## src/rtl/c17_bist_pkg.sv

```systemverilog
// rtl/c17_bist_pkg.sv - shared types, constants and c17 reference function for the BIST sequencer
// Purpose: FSM state encoding, vector/port widths, MISR polynomial and a
//          combinational c17 model built from the six-NAND netlist.
// Ports:   none (package)
package c17_bist_pkg;

   typedef enum logic [2:0] {
      ST_IDLE,
      ST_APPLY,
      ST_DRAIN,
      ST_COMPARE,
      ST_DONE
   } state_t;

   localparam int         NUM_VEC   = 32;
   localparam int         PI_W      = 5;
   localparam int         PO_W      = 2;
   localparam logic [7:0] MISR_POLY = 8'h1D;   // x^8+x^4+x^3+x^2+1

   // vec bit0=N1, bit1=N2, bit2=N3, bit3=N6, bit4=N7; result bit0=N22, bit1=N23
   function automatic logic [PO_W-1:0] c17_ref(input logic [PI_W-1:0] i_vec);
      logic n10, n11, n16, n19, n22, n23;
      n10 = ~(i_vec[0] & i_vec[2]);
      n11 = ~(i_vec[2] & i_vec[3]);
      n16 = ~(i_vec[1] & n11);
      n19 = ~(n11 & i_vec[4]);
      n22 = ~(n10 & n16);
      n23 = ~(n16 & n19);
      return {n23, n22};
   endfunction

endpackage

```

## src/rtl/c17_misr.sv

```systemverilog
// rtl/c17_misr.sv - multiple-input signature register compacting c17 responses
// Purpose: Galois-style MISR; each enabled step shifts left, folds the
//          polynomial in when the MSB falls out, and XORs the response in.
// Ports:
//   i_clk, i_rst   clock, synchronous active-high reset (loads SEED)
//   i_load         reload SEED (start of a run)
//   i_en           compact i_din this cycle
//   i_din          response word
//   o_sig          current signature
module c17_misr #(
   parameter int               SIG_W = 8,
   parameter int               DIN_W = 2,
   parameter logic [SIG_W-1:0] SEED  = '0,
   parameter logic [SIG_W-1:0] POLY  = 8'h1D
) (
   input  logic             i_clk,
   input  logic             i_rst,
   input  logic             i_load,
   input  logic             i_en,
   input  logic [DIN_W-1:0] i_din,
   output logic [SIG_W-1:0] o_sig
);

   logic [SIG_W-1:0] r_sig;
   logic [SIG_W-1:0] w_next;

   always_comb begin
      w_next = {r_sig[SIG_W-2:0], 1'b0}
             ^ (r_sig[SIG_W-1] ? POLY : '0)
             ^ {{(SIG_W-DIN_W){1'b0}}, i_din};
   end

   always_ff @(posedge i_clk) begin
      if (i_rst || i_load) begin
         r_sig <= SEED;
      end else if (i_en) begin
         r_sig <= w_next;
      end
   end

   assign o_sig = r_sig;

endmodule

```

## src/rtl/c17_bist_ctrl.sv

```systemverilog
// rtl/c17_bist_ctrl.sv - exhaustive BIST sequencer for the clocked c17 core
// Purpose: applies all 32 vectors, captures each response LAT cycles later,
//          compacts the responses in a MISR and compares with GOLDEN.
// Ports:
//   i_clk, i_rst          clock, synchronous active-high reset
//   i_start               begin a run (accepted in IDLE or DONE only)
//   o_pi_vec[4:0]         vector to core (N1,N2,N3,N6,N7 from bit0)
//   i_po_resp[1:0]        core response (N22q, N23q2)
//   o_busy                APPLY through COMPARE
//   o_done                in DONE
//   o_pass                signature matched GOLDEN, valid while done
//   o_signature           MISR contents
//   o_fail_seen,
//   o_fail_idx[4:0]       first-fail diagnosis, present only with C17_BIST_DIAG_EN
// Optional feature macro: C17_BIST_DIAG_EN
module c17_bist_ctrl
   import c17_bist_pkg::*;
#(
   parameter int               LAT    = 2,
   parameter int               SIG_W  = 8,
   parameter logic [SIG_W-1:0] SEED   = '0,
   parameter logic [SIG_W-1:0] GOLDEN = '0
) (
   input  logic             i_clk,
   input  logic             i_rst,
   input  logic             i_start,
   output logic [PI_W-1:0]  o_pi_vec,
   input  logic [PO_W-1:0]  i_po_resp,
   output logic             o_busy,
   output logic             o_done,
   output logic             o_pass,
   output logic [SIG_W-1:0] o_signature
`ifdef C17_BIST_DIAG_EN
   ,
   output logic             o_fail_seen,
   output logic [PI_W-1:0]  o_fail_idx
`endif
);

   state_t           r_state, w_next_state;
   logic [PI_W-1:0]  r_cnt;
   logic [LAT-1:0]   r_vp;        // one bit per vector in flight through the core
   logic             r_pass;
   logic             w_apply, w_busy, w_done, w_load;
   logic             w_last_vec, w_drain_end, w_capture, w_sig_ok;
   logic [PI_W-1:0]  w_pi_vec;
   logic [SIG_W-1:0] w_sig;

   // The counter walks vectors in APPLY and is reused to time DRAIN.
   assign w_last_vec  = (r_cnt == PI_W'(NUM_VEC - 1));
   assign w_drain_end = (r_cnt == PI_W'(LAT - 1));
   assign w_capture   = r_vp[LAT-1];

   always_ff @(posedge i_clk) begin
      if (i_rst) begin
         r_state <= ST_IDLE;
      end else begin
         r_state <= w_next_state;
      end
   end

   always_comb begin
      w_next_state = r_state;
      case (r_state)
         ST_IDLE, ST_DONE: if (i_start)     w_next_state = ST_APPLY;
         ST_APPLY:         if (w_last_vec)  w_next_state = ST_DRAIN;
         ST_DRAIN:         if (w_drain_end) w_next_state = ST_COMPARE;
         ST_COMPARE:                        w_next_state = ST_DONE;
         default:                           w_next_state = ST_IDLE;
      endcase
   end

   always_comb begin
      w_apply = (r_state == ST_APPLY);
      w_busy  = (r_state == ST_APPLY) || (r_state == ST_DRAIN) || (r_state == ST_COMPARE);
      w_done  = (r_state == ST_DONE);
      w_load  = i_start && ((r_state == ST_IDLE) || (r_state == ST_DONE));
   end

   always_ff @(posedge i_clk) begin
      if (i_rst || w_load) begin
         r_cnt <= '0;
      end else if (w_apply) begin
         r_cnt <= w_last_vec ? '0 : r_cnt + 1'b1;
      end else if (r_state == ST_DRAIN) begin
         r_cnt <= r_cnt + 1'b1;
      end
   end

   always_ff @(posedge i_clk) begin
      if (i_rst) begin
         r_vp <= '0;
      end else begin
         r_vp[0] <= w_apply;
         for (int i = 1; i < LAT; i++) begin
            r_vp[i] <= r_vp[i-1];
         end
      end
   end

   assign w_pi_vec = w_apply ? r_cnt : '0;

   c17_misr #(
      .SIG_W (SIG_W),
      .DIN_W (PO_W),
      .SEED  (SEED),
      .POLY  (SIG_W'(MISR_POLY))
   ) u_misr (
      .i_clk  (i_clk),
      .i_rst  (i_rst),
      .i_load (w_load),
      .i_en   (w_capture),
      .i_din  (i_po_resp),
      .o_sig  (w_sig)
   );

`ifdef C17_BIST_DIAG_EN
   logic [PO_W-1:0] r_exp [LAT];   // expected responses travelling beside r_vp
   logic [PI_W-1:0] r_cap_idx;
   logic            r_fail_seen;
   logic [PI_W-1:0] r_fail_idx;

   always_ff @(posedge i_clk) begin
      if (i_rst) begin
         for (int i = 0; i < LAT; i++) begin
            r_exp[i] <= '0;
         end
      end else begin
         r_exp[0] <= c17_ref(w_pi_vec);
         for (int i = 1; i < LAT; i++) begin
            r_exp[i] <= r_exp[i-1];
         end
      end
   end

   always_ff @(posedge i_clk) begin
      if (i_rst || w_load) begin
         r_cap_idx   <= '0;
         r_fail_seen <= 1'b0;
         r_fail_idx  <= '0;
      end else if (w_capture) begin
         r_cap_idx <= r_cap_idx + 1'b1;
         if (!r_fail_seen && (i_po_resp != r_exp[LAT-1])) begin
            r_fail_seen <= 1'b1;
            r_fail_idx  <= r_cap_idx;
         end
      end
   end

   assign w_sig_ok    = (w_sig == GOLDEN) && !r_fail_seen;
   assign o_fail_seen = r_fail_seen;
   assign o_fail_idx  = r_fail_idx;
`else
   assign w_sig_ok = (w_sig == GOLDEN);
`endif

   always_ff @(posedge i_clk) begin
      if (i_rst || w_load) begin
         r_pass <= 1'b0;
      end else if (r_state == ST_COMPARE) begin
         r_pass <= w_sig_ok;
      end
   end

   assign o_pi_vec    = w_pi_vec;
   assign o_busy      = w_busy;
   assign o_done      = w_done;
   assign o_pass      = r_pass;
   assign o_signature = w_sig;

endmodule

```

## config.mk

```make
export PLATFORM = sky130hd
export DESIGN_NAME = c17_bist_ctrl
export DESIGN_NICKNAME = d
export VERILOG_FILES = /design/src/rtl/c17_bist_pkg.sv /design/src/rtl/c17_misr.sv /design/src/rtl/c17_bist_ctrl.sv
export SDC_FILE = /design/constraint.sdc
export NUM_CORES = 1
export LEC_CHECK = 0
export CORE_AREA = 2 2 59 44
export CTS_BUF_LIST = sky130_fd_sc_hd__clkbuf_4 sky130_fd_sc_hd__clkbuf_8 sky130_fd_sc_hd__clkbuf_16
export CTS_CLUSTER_DIAMETER = 50
export DETAILED_ROUTE_END_ITERATION = 16
export DIE_AREA = 0 0 61 46
export GPL_TIMING_DRIVEN = 0
export MAX_ROUTING_LAYER = met4
export PLACE_DENSITY = 0.7
export SYNTH_ARGS = -nofsm -noshare
export SYNTH_HDL_FRONTEND = slang
export SYNTH_SLANG_ARGS = --single-unit
export TNS_END_PERCENT = 50
```

## constraint.sdc

```tcl
create_clock -name i_clk -period 3.96 [get_ports i_clk]
set_clock_uncertainty 0.2 [all_clocks]
set_input_delay 0.792 -clock i_clk [delete_from_list [all_inputs] [get_ports i_clk]]
set_output_delay 0.792 -clock i_clk [all_outputs]
set_load 0.02 [all_outputs]
```

-- Yosys cells after proc, flatten, opt, wreduce, memory -nomap -nowiden
Index checks and enable logic that the tools add are counted.
- output and inout bits: 16
- bits in registers: 19
- word-level logic and storage cells: 36
- equality and inequality tests: 9
- bitwise logic cells: 2
- add/sub/neg operators: 1
- muxes and demuxes: 9
- reductions and logical operators: 10
- operators with widths (kind ; count):
    $mux 5 ; 5
    $pmux 3 s4 ; 1
    $mux 3 ; 3
    $logic_not 8->1 ; 1
    $xor 8x2->8 ; 1
    $xor 8x8->8 ; 1
    $eq 3x2->1 const B ; 2
    $add 5x1->5 const B ; 1
    $eq 5x1->1 const B ; 1
    $eq 5x5->1 const B ; 1
    $logic_or 1x1->1 ; 4
    $ne 2x2->1 const B ; 2
    $eq 3x1->1 const B ; 1
    $eq 3x3->1 const B ; 1
    $logic_not 3->1 ; 1
    $reduce_and 3->1 ; 1
    $ne 2x1->1 const B ; 1
    $reduce_bool 2->1 ; 1
    $reduce_or 2->1 ; 1
    $logic_and 1x1->1 ; 1

-- Depth between registers and ports, before layout
Gate-level depths: netlist of the first run.
- depth in word-level cells: 4
- gate-level depth with buffers: 6
- mapped depth without buffers: 6

-- By module
A second synthesis of the first run with hierarchy kept.
- cell total of the unflattened synthesis: 108
- area total of the unflattened synthesis: 1021.0 µm²
- by module, submodules not included (module ; times used ; area each (µm²) ; cells each):
    c17_bist_ctrl ; 1 ; 635.6 ; 72
    c17_misr ; 1 ; 385.4 ; 36

-- Least setup slack after synthesis of the first run
Ideal clock, no wire load.
- path type: flip-flop to output port
- from: register r_state[0]
- to: output port o_pi_vec[0]
- path buffers: 1
- data required time: 2.968 ns
- cell stages (with the launch flop): 4
- slack: 1.800 ns
- arrival: 1.168 ns
- cells stage by stage: dfxtp_1 > buf_6 > nor3b_1 > and2_1
- longest elaborated chain between the ends: 2
- RTL lines (what ; line ; text):
    start, declared ; c17_bist_ctrl.sv:40 ; state_t r_state, w_next_state;
    start signal, assigned ; c17_bist_ctrl.sv:58 ; r_state <= w_next_state;
    $eq 3x1->1 ; c17_bist_ctrl.sv:74 ; w_apply = (r_state == ST_APPLY);
    $mux 5 ; c17_bist_ctrl.sv:101 ; assign w_pi_vec = w_apply ? r_cnt : '0;
    end, declared ; c17_bist_ctrl.sv:27 ; output logic [PI_W-1:0] o_pi_vec,
Every way passes these cells.

-- Worst setup path after layout of the first run
- from: register r_state[0]
- to: output port o_pi_vec[2]
The elaborated chain is that of the path after synthesis.

==> results.txt, run 1 <==
status - complete, no violations
# Max-Cap Violations - 0
Synth Register Bits - 19
Crit-path slowest cell - nor3b_1
Core ar. - 2310 µm²
delay of the slowest critical-path stage - 0.64 ns
final setup margin - 0.717 ns
Crit path depth - 4
Synth area leader - dfxtp_1
root buffer cell - clkbuf_4
post-CTS setup buffer count - 0
CP cell instances - buf_6 > nor3b_1 > and2_1 > clkdlybuf4s50_1
Tcrit/Tclk final - 81.9%
Mapped Cells - 103
post-synthesis sequential area ratio - 39.7%
Layout Nets - 136
Synth Net Count - 111
Worst Path Arrival - 2.25 ns
Hold Violations, Final - 0
# setup viols final - 0
Syn Area/Cell - 9.31 µm²
largest cells by area after synthesis - dfxtp_1 (40%), a211oi_1 (4.7%), xnor2_1 (4.6%), a21oi_1 (4.2%), and2_1 (3.9%)
RSZ-0062 raised after global routing - no
routed via count - 788
clock-pin slew of the registers on the worst-case setup and hold paths - 0.10 ns
area share of the largest cell type after synthesis - 39.7%
Worst VDD drop - 0.195 mV
pin count of the biggest net entering global routing - 11
R2R cell count - 5
TritonCTS clock tree - yes
share of post-route cells with drive strength above 1 - 9.45%
die height - 46 µm
CTS Buf Count - 3
Pleak - 0.414 nW
Worst Path Buf+Inv - 2
worst-margin pin slew - 0.757 ns
first-pass GRT wire length - 3100 µm
Post-synth top cells - dfxtp_1 (19), nor2_1 (10), a21oi_1 (8), a211oi_1 (6), and2_1 (6)
DRT antenna net count - 0
drt first pass iters - 4
vias in the first global route - 646
Async S/R FF share, synth - 0%
kind of critical path - reg2out
total gr overflow - 0
DRC viols - 0
CTS H-tree depth - 1
Total GRT Usage - 16.2%
Die X - 61 µm
ant diodes - 0
worst hold slack - 0.252 ns
worst hold path class - reg2reg
Worst slew margin - 49.5%
fmax - 308 MHz
crit end category - primary output
placed cell areas - 1200 µm²
WL/cell - 11.7 µm
CP required - 2.97 ns
worst slack at placement - 1.03 ns
clock tree sinks - 19
fin. max-slew vios - 0
count of cell types in the netlist - 34
Area Growth Syn to Fin - 28.5%
Synth Warn # - 0
IO Port Bufs - 20
Sum Neg Setup Slack - 0 ns
top-count cell post-synth - dfxtp_1
CP max FO - 10
CTS resizes - 0
Post-Synthesis Cell Area - 958 µm²
crit path time final - 3.24 ns
initial core utilization - 41.5%
Power Density - 282 nW/µm²
kind of cell adding the most delay to the critical path - simple AND/OR/NAND/NOR gates
CP Launch Type - register
# IOs - 21
reg2reg setup slack - 2.10 ns
Via density - 4.89
Synth Flop Type - dfxtp_1
Worst Hold Depth - 1
Final Cell Area - 1230 µm²
Worst-Skew Late Latency - 0.30 ns
num rows - 15
Final Wtd Congestion - 0.872
Clock Tree Buf Depth - 2
CTS Hold Bufs - 0
WL final - 1880 µm
initial antenna violation count - 0
die area - 2810 µm²
DP HPWL - 1420 µm
fill count - 231
EDFF count, synth - 0
DR iter-0 viols - 12
-- cell families after synthesis --
| group | count (synthesis) | share of synthesized area (%) |
|---|---|---|
| adder cells (fa/ha/maj) | 3 | 3.92 |
| XOR/XNOR | 6 | 7.44 |
| flip-flops | 19 | 39.7 |
| multiplexers | 3 | 3.13 |
| AND/OR/NAND/NOR | 39 | 23.5 |
| buffers and inverters | 10 | 6.79 |
| AO/OA/AOI/OAI | 23 | 15.5 |
-- per-layer routing --
metal | vias up | GRT usage, % | part of all wire (%) | wire length [µm]
met2 | 9 | 20.9 | 42 | 795
li1 | 411 | - | - | -
met3 | 5 | 4.26 | 3.0 | 56
met1 | 363 | 22.1 | 52 | 979
met4 | 0 | 10.4 | 2.7 | 51
met5 | - | - | 0 | 0
-- cells in the final DEF, fill, tap and decap left out, drive strengths merged, types with 2 or more instances in the layout --
cell type	Yosys	routed
nor2	10	10
buf	7	7
a211oi	6	6
nor2b	4	4
or3	2	2
and2	6	6
ha	3	3
xnor2	6	6
mux2i	3	3
a21oi	8	8
o21ai	4	4
clkbuf	2	6
nor3b	2	2
nor4	3	3
dfxtp	19	19
clkdlybuf4s50	0	20
nand3	2	2
nand3b	3	3
-- cell type report --
cell class | count | area, µm² | area share [%]
inverter | 1 | 3.75 | 0.305
timing repair buffer | 20 | 200 | 16.3
tap | 34 | 42.5 | 3.46
buffer | 9 | 61.3 | 4.98
multi-input combinational | 74 | 513 | 41.7
clock buffer | 4 | 30.0 | 2.44
sequential | 19 | 380 | 30.9
-- power by group --
group	switching, mW	internal, mW
Clock	0.0578	0.0462
Sequential	0.00360	0.195
Combinational	0.0231	0.0214
-- worst paths after layout --
check,start,endpoint
worst max-delay path,r_state[0]$_SDFFE_PP0P_,o_pi_vec[2]
worst min-delay path,r_vp[0]$_SDFF_PP0_,r_vp[1]$_SDFF_PP0_
worst max register to register,r_cnt[0]$_SDFFE_PP0P_,r_cnt[4]$_SDFFE_PP0P_
worst min register to register,r_vp[0]$_SDFF_PP0_,r_vp[1]$_SDFF_PP0_
-- state kept, by name, summed over array words and instances, names as in the netlist --
signal	cells
r_state	3
o_pass	1
r_vp	2
r_cnt	5
u_misr.o_sig	8
-- through the flow --
| stage | util [%] | total power [mW] | std cells |
|---|---|---|---|
| floorplan | - | 0.231 | 103 |
| global placement | 52.0 | 0.246 | 157 |
| detailed placement | 52.0 | 0.247 | 157 |
| CTS | 53.3 | 0.351 | 161 |
| global route | 53.3 | 0.365 | 161 |
| finish | 53.3 | 0.347 | 161 |
Note: power is estimated with default switching activity, not from simulation.
==> inputs of run 2 (changes only) <==
==> constraint.sdc (replaced) <==
create_clock -name i_clk -period 3 [get_ports i_clk]
set_clock_uncertainty 0.2 [all_clocks]
set_input_delay 0.6 -clock i_clk [delete_from_list [all_inputs] [get_ports i_clk]]
set_output_delay 0.6 -clock i_clk [all_outputs]
set_load 0.02 [all_outputs]
==> run 2 against run 1 <==
Net effect:
- design area is 0.41% higher
- worst setup slack worse by 0.49 ns
- clock power is 31% higher
- via count is 1.0% higher
- clock-buffer cell count stayed put
- combinational power is 33% higher
- first-iteration DRC count is 8.3% higher
- core utilization is 0.22 points higher
- register-to-register slack worse by 0.95 ns
- sequential power is 32% higher
- non-clock buffer count stayed put
- routed wire length is 0.48% higher
==> results.txt, run 2 (synthesis gave the netlist of run 1 again) <==
Core ar. - 2310 µm² (unchanged)
wire length on met2 - 785 µm (-1.3%)
placed cell count - 157 (unchanged)
share of post-route cells with drive strength above 1 - 10.2% (+0.79 points)
vias in the first global route - 646 (unchanged)
crit path time final - 2.77 ns
Clock Tree Buf Depth - 2 (unchanged)
WL met3 - 55 µm (-1.8%)
WL final - 1890 µm (+0.48%)
CTS H-tree depth - 1 (unchanged)
# Max-Cap Violations - 0 (unchanged)
Tcrit/Tclk final - 92.5%
most frequent cells in the layout - clkdlybuf4s50_1 (20), dfxtp_1 (19), nor2_1 (10)
CTS Buf Count - 3 (unchanged)
die area - 2810 µm² (unchanged)
TritonCTS clock tree - yes
DR iter-0 viols - 13 (+1)
initial core utilization - 41.5% (unchanged)
Worst Path Arrival - 1.97 ns (-0.28 ns)
Die X - 61 µm (unchanged)
num rows - 15 (unchanged)
post-CTS setup buffer count - 0 (unchanged)
Hold Violations, Final - 0 (unchanged)
fill count - 229 (-0.87%)
total power - 0.457 mW (+32%)
Met1 Wirelength - 999 µm (+2.0%)
most common cell after layout, fill and taps aside - clkdlybuf4s50_1
die height - 46 µm (unchanged)
initial antenna violation count - 0 (unchanged)
WL/cell - 11.8 µm (+0.48%)
first-pass GRT wire length - 3100 µm (unchanged)
clock-pin slew of the registers on the worst-case setup and hold paths - 0.10 ns (about the same)
CP required - 2.20 ns (-0.77 ns)
status - complete, no violations
DR top layer - met4
DRT antenna net count - 0 (unchanged)
RSZ-0062 raised after global routing - no
pin count of the biggest net entering global routing - 11 (unchanged)
FF-to-FF Start - r_cnt[0]$_SDFFE_PP0P_
Worst Setup SP - r_state[0]$_SDFFE_PP0P_
worst hold path class - reg2reg
Sum Neg Setup Slack - 0 ns (unchanged)
Via density - 4.94 (+1.0%)
fmax - 360 MHz
Pleak - 0.418 nW (+1.0%)
hold_sp - r_vp[0]$_SDFF_PP0_
total gr overflow - 0 (unchanged)
non-filler instance count after layout - 161 (unchanged)
# IOs - 21 (unchanged)
drt first pass iters - 4 (unchanged)
DP HPWL - 1420 µm (unchanged)
Worst slew margin - 66.3% (+17 points)
# setup viols final - 0 (unchanged)
crit end category - primary output
IO Port Bufs - 20 (unchanged)
Total GRT Usage - 16.2% (unchanged)
root buffer cell - clkbuf_4
Final Cell Area - 1240 µm² (+0.41%)
Worst-Skew Late Latency - 0.30 ns (about the same)
CP Launch Type - register
fin. max-slew vios - 0 (unchanged)
DRC viols - 0 (unchanged)
placed cell areas - 1200 µm² (unchanged)
worst-margin pin slew - 0.505 ns (-0.251 ns)
Layout Nets - 136 (unchanged)
Worst VDD drop - 0.256 mV (+31%)
routed via count - 796 (+1.0%)
ant diodes - 0 (unchanged)
CP max FO - 10 (unchanged)
clock tree sinks - 19 (unchanged)
Final Wtd Congestion - 0.872 (unchanged)
worst hold slack - 0.252 ns (-0.000290 ns)
Largest register FFs - 8 (unchanged)
kind of critical path - reg2out
Area Growth Syn to Fin - 29.0%
Power Density - 370 nW/µm² (+31%)
## run 2: cell counts in the layout (fill, tap and decap cells not counted)
Identical to the previous run, type by type.
## run 2: final cells by class
cell class	instances	area [µm²]	share of cell area, %
multi-input combinational	74	518	41.9
sequential	19	380	30.8
timing repair buffer	20	200	16.2
buffer	9	61.3	4.96
tap	34	42.5	3.44
clock buffer	4	30.0	2.43
inverter	1	3.75	0.304
## run 2: timing repair
action,CTS,global route
hold buffers,0,0
endpoints found under the setup margin,5,0
resized for setup,1,0
## run 2: stage by stage
step | utilization, % | worst slack [ns]
2_1_floorplan | - | 1.03
3_3_place_gp | 52.0 | 0.307
3_5_place_dp | 52.0 | 0.258
4_1_cts | 53.6 | 0.190
5_1_grt | 53.6 | 0.0693
6_report | 53.6 | 0.225
## run 2: worst paths after layout
check | slack, ns | cells past startpoint | endpoint
setup / recovery | 0.23 | 4 | o_pi_vec[2]
hold / removal | 0.25 | 1 | r_vp[1]$_SDFF_PP0_
setup reg to reg | 1.15 | 5 | r_cnt[4]$_SDFFE_PP0P_
hold reg to reg | 0.25 | 1 | r_vp[1]$_SDFF_PP0_
## run 2: worst max-delay path: stages (launching register included)
cell and delay, ns:
dfxtp_1 0.33, buf_6 0.15, nor3b_2 0.40, and2_1 0.19, clkdlybuf4s50_1 0.60
## run 2: report_power, final
part | switching, mW | total [mW] | internal, mW
Sequential | 0.00468 | 0.262 | 0.257
Combinational | 0.0305 | 0.0591 | 0.0285
Clock | 0.0749 | 0.136 | 0.0609
## run 2: routing by layer
layer,GRT usage [%],vias up
met2,20.9,9
met1,22.1,369
met5,-,-
li1,-,413
met4,10.4,0
met3,4.26,5
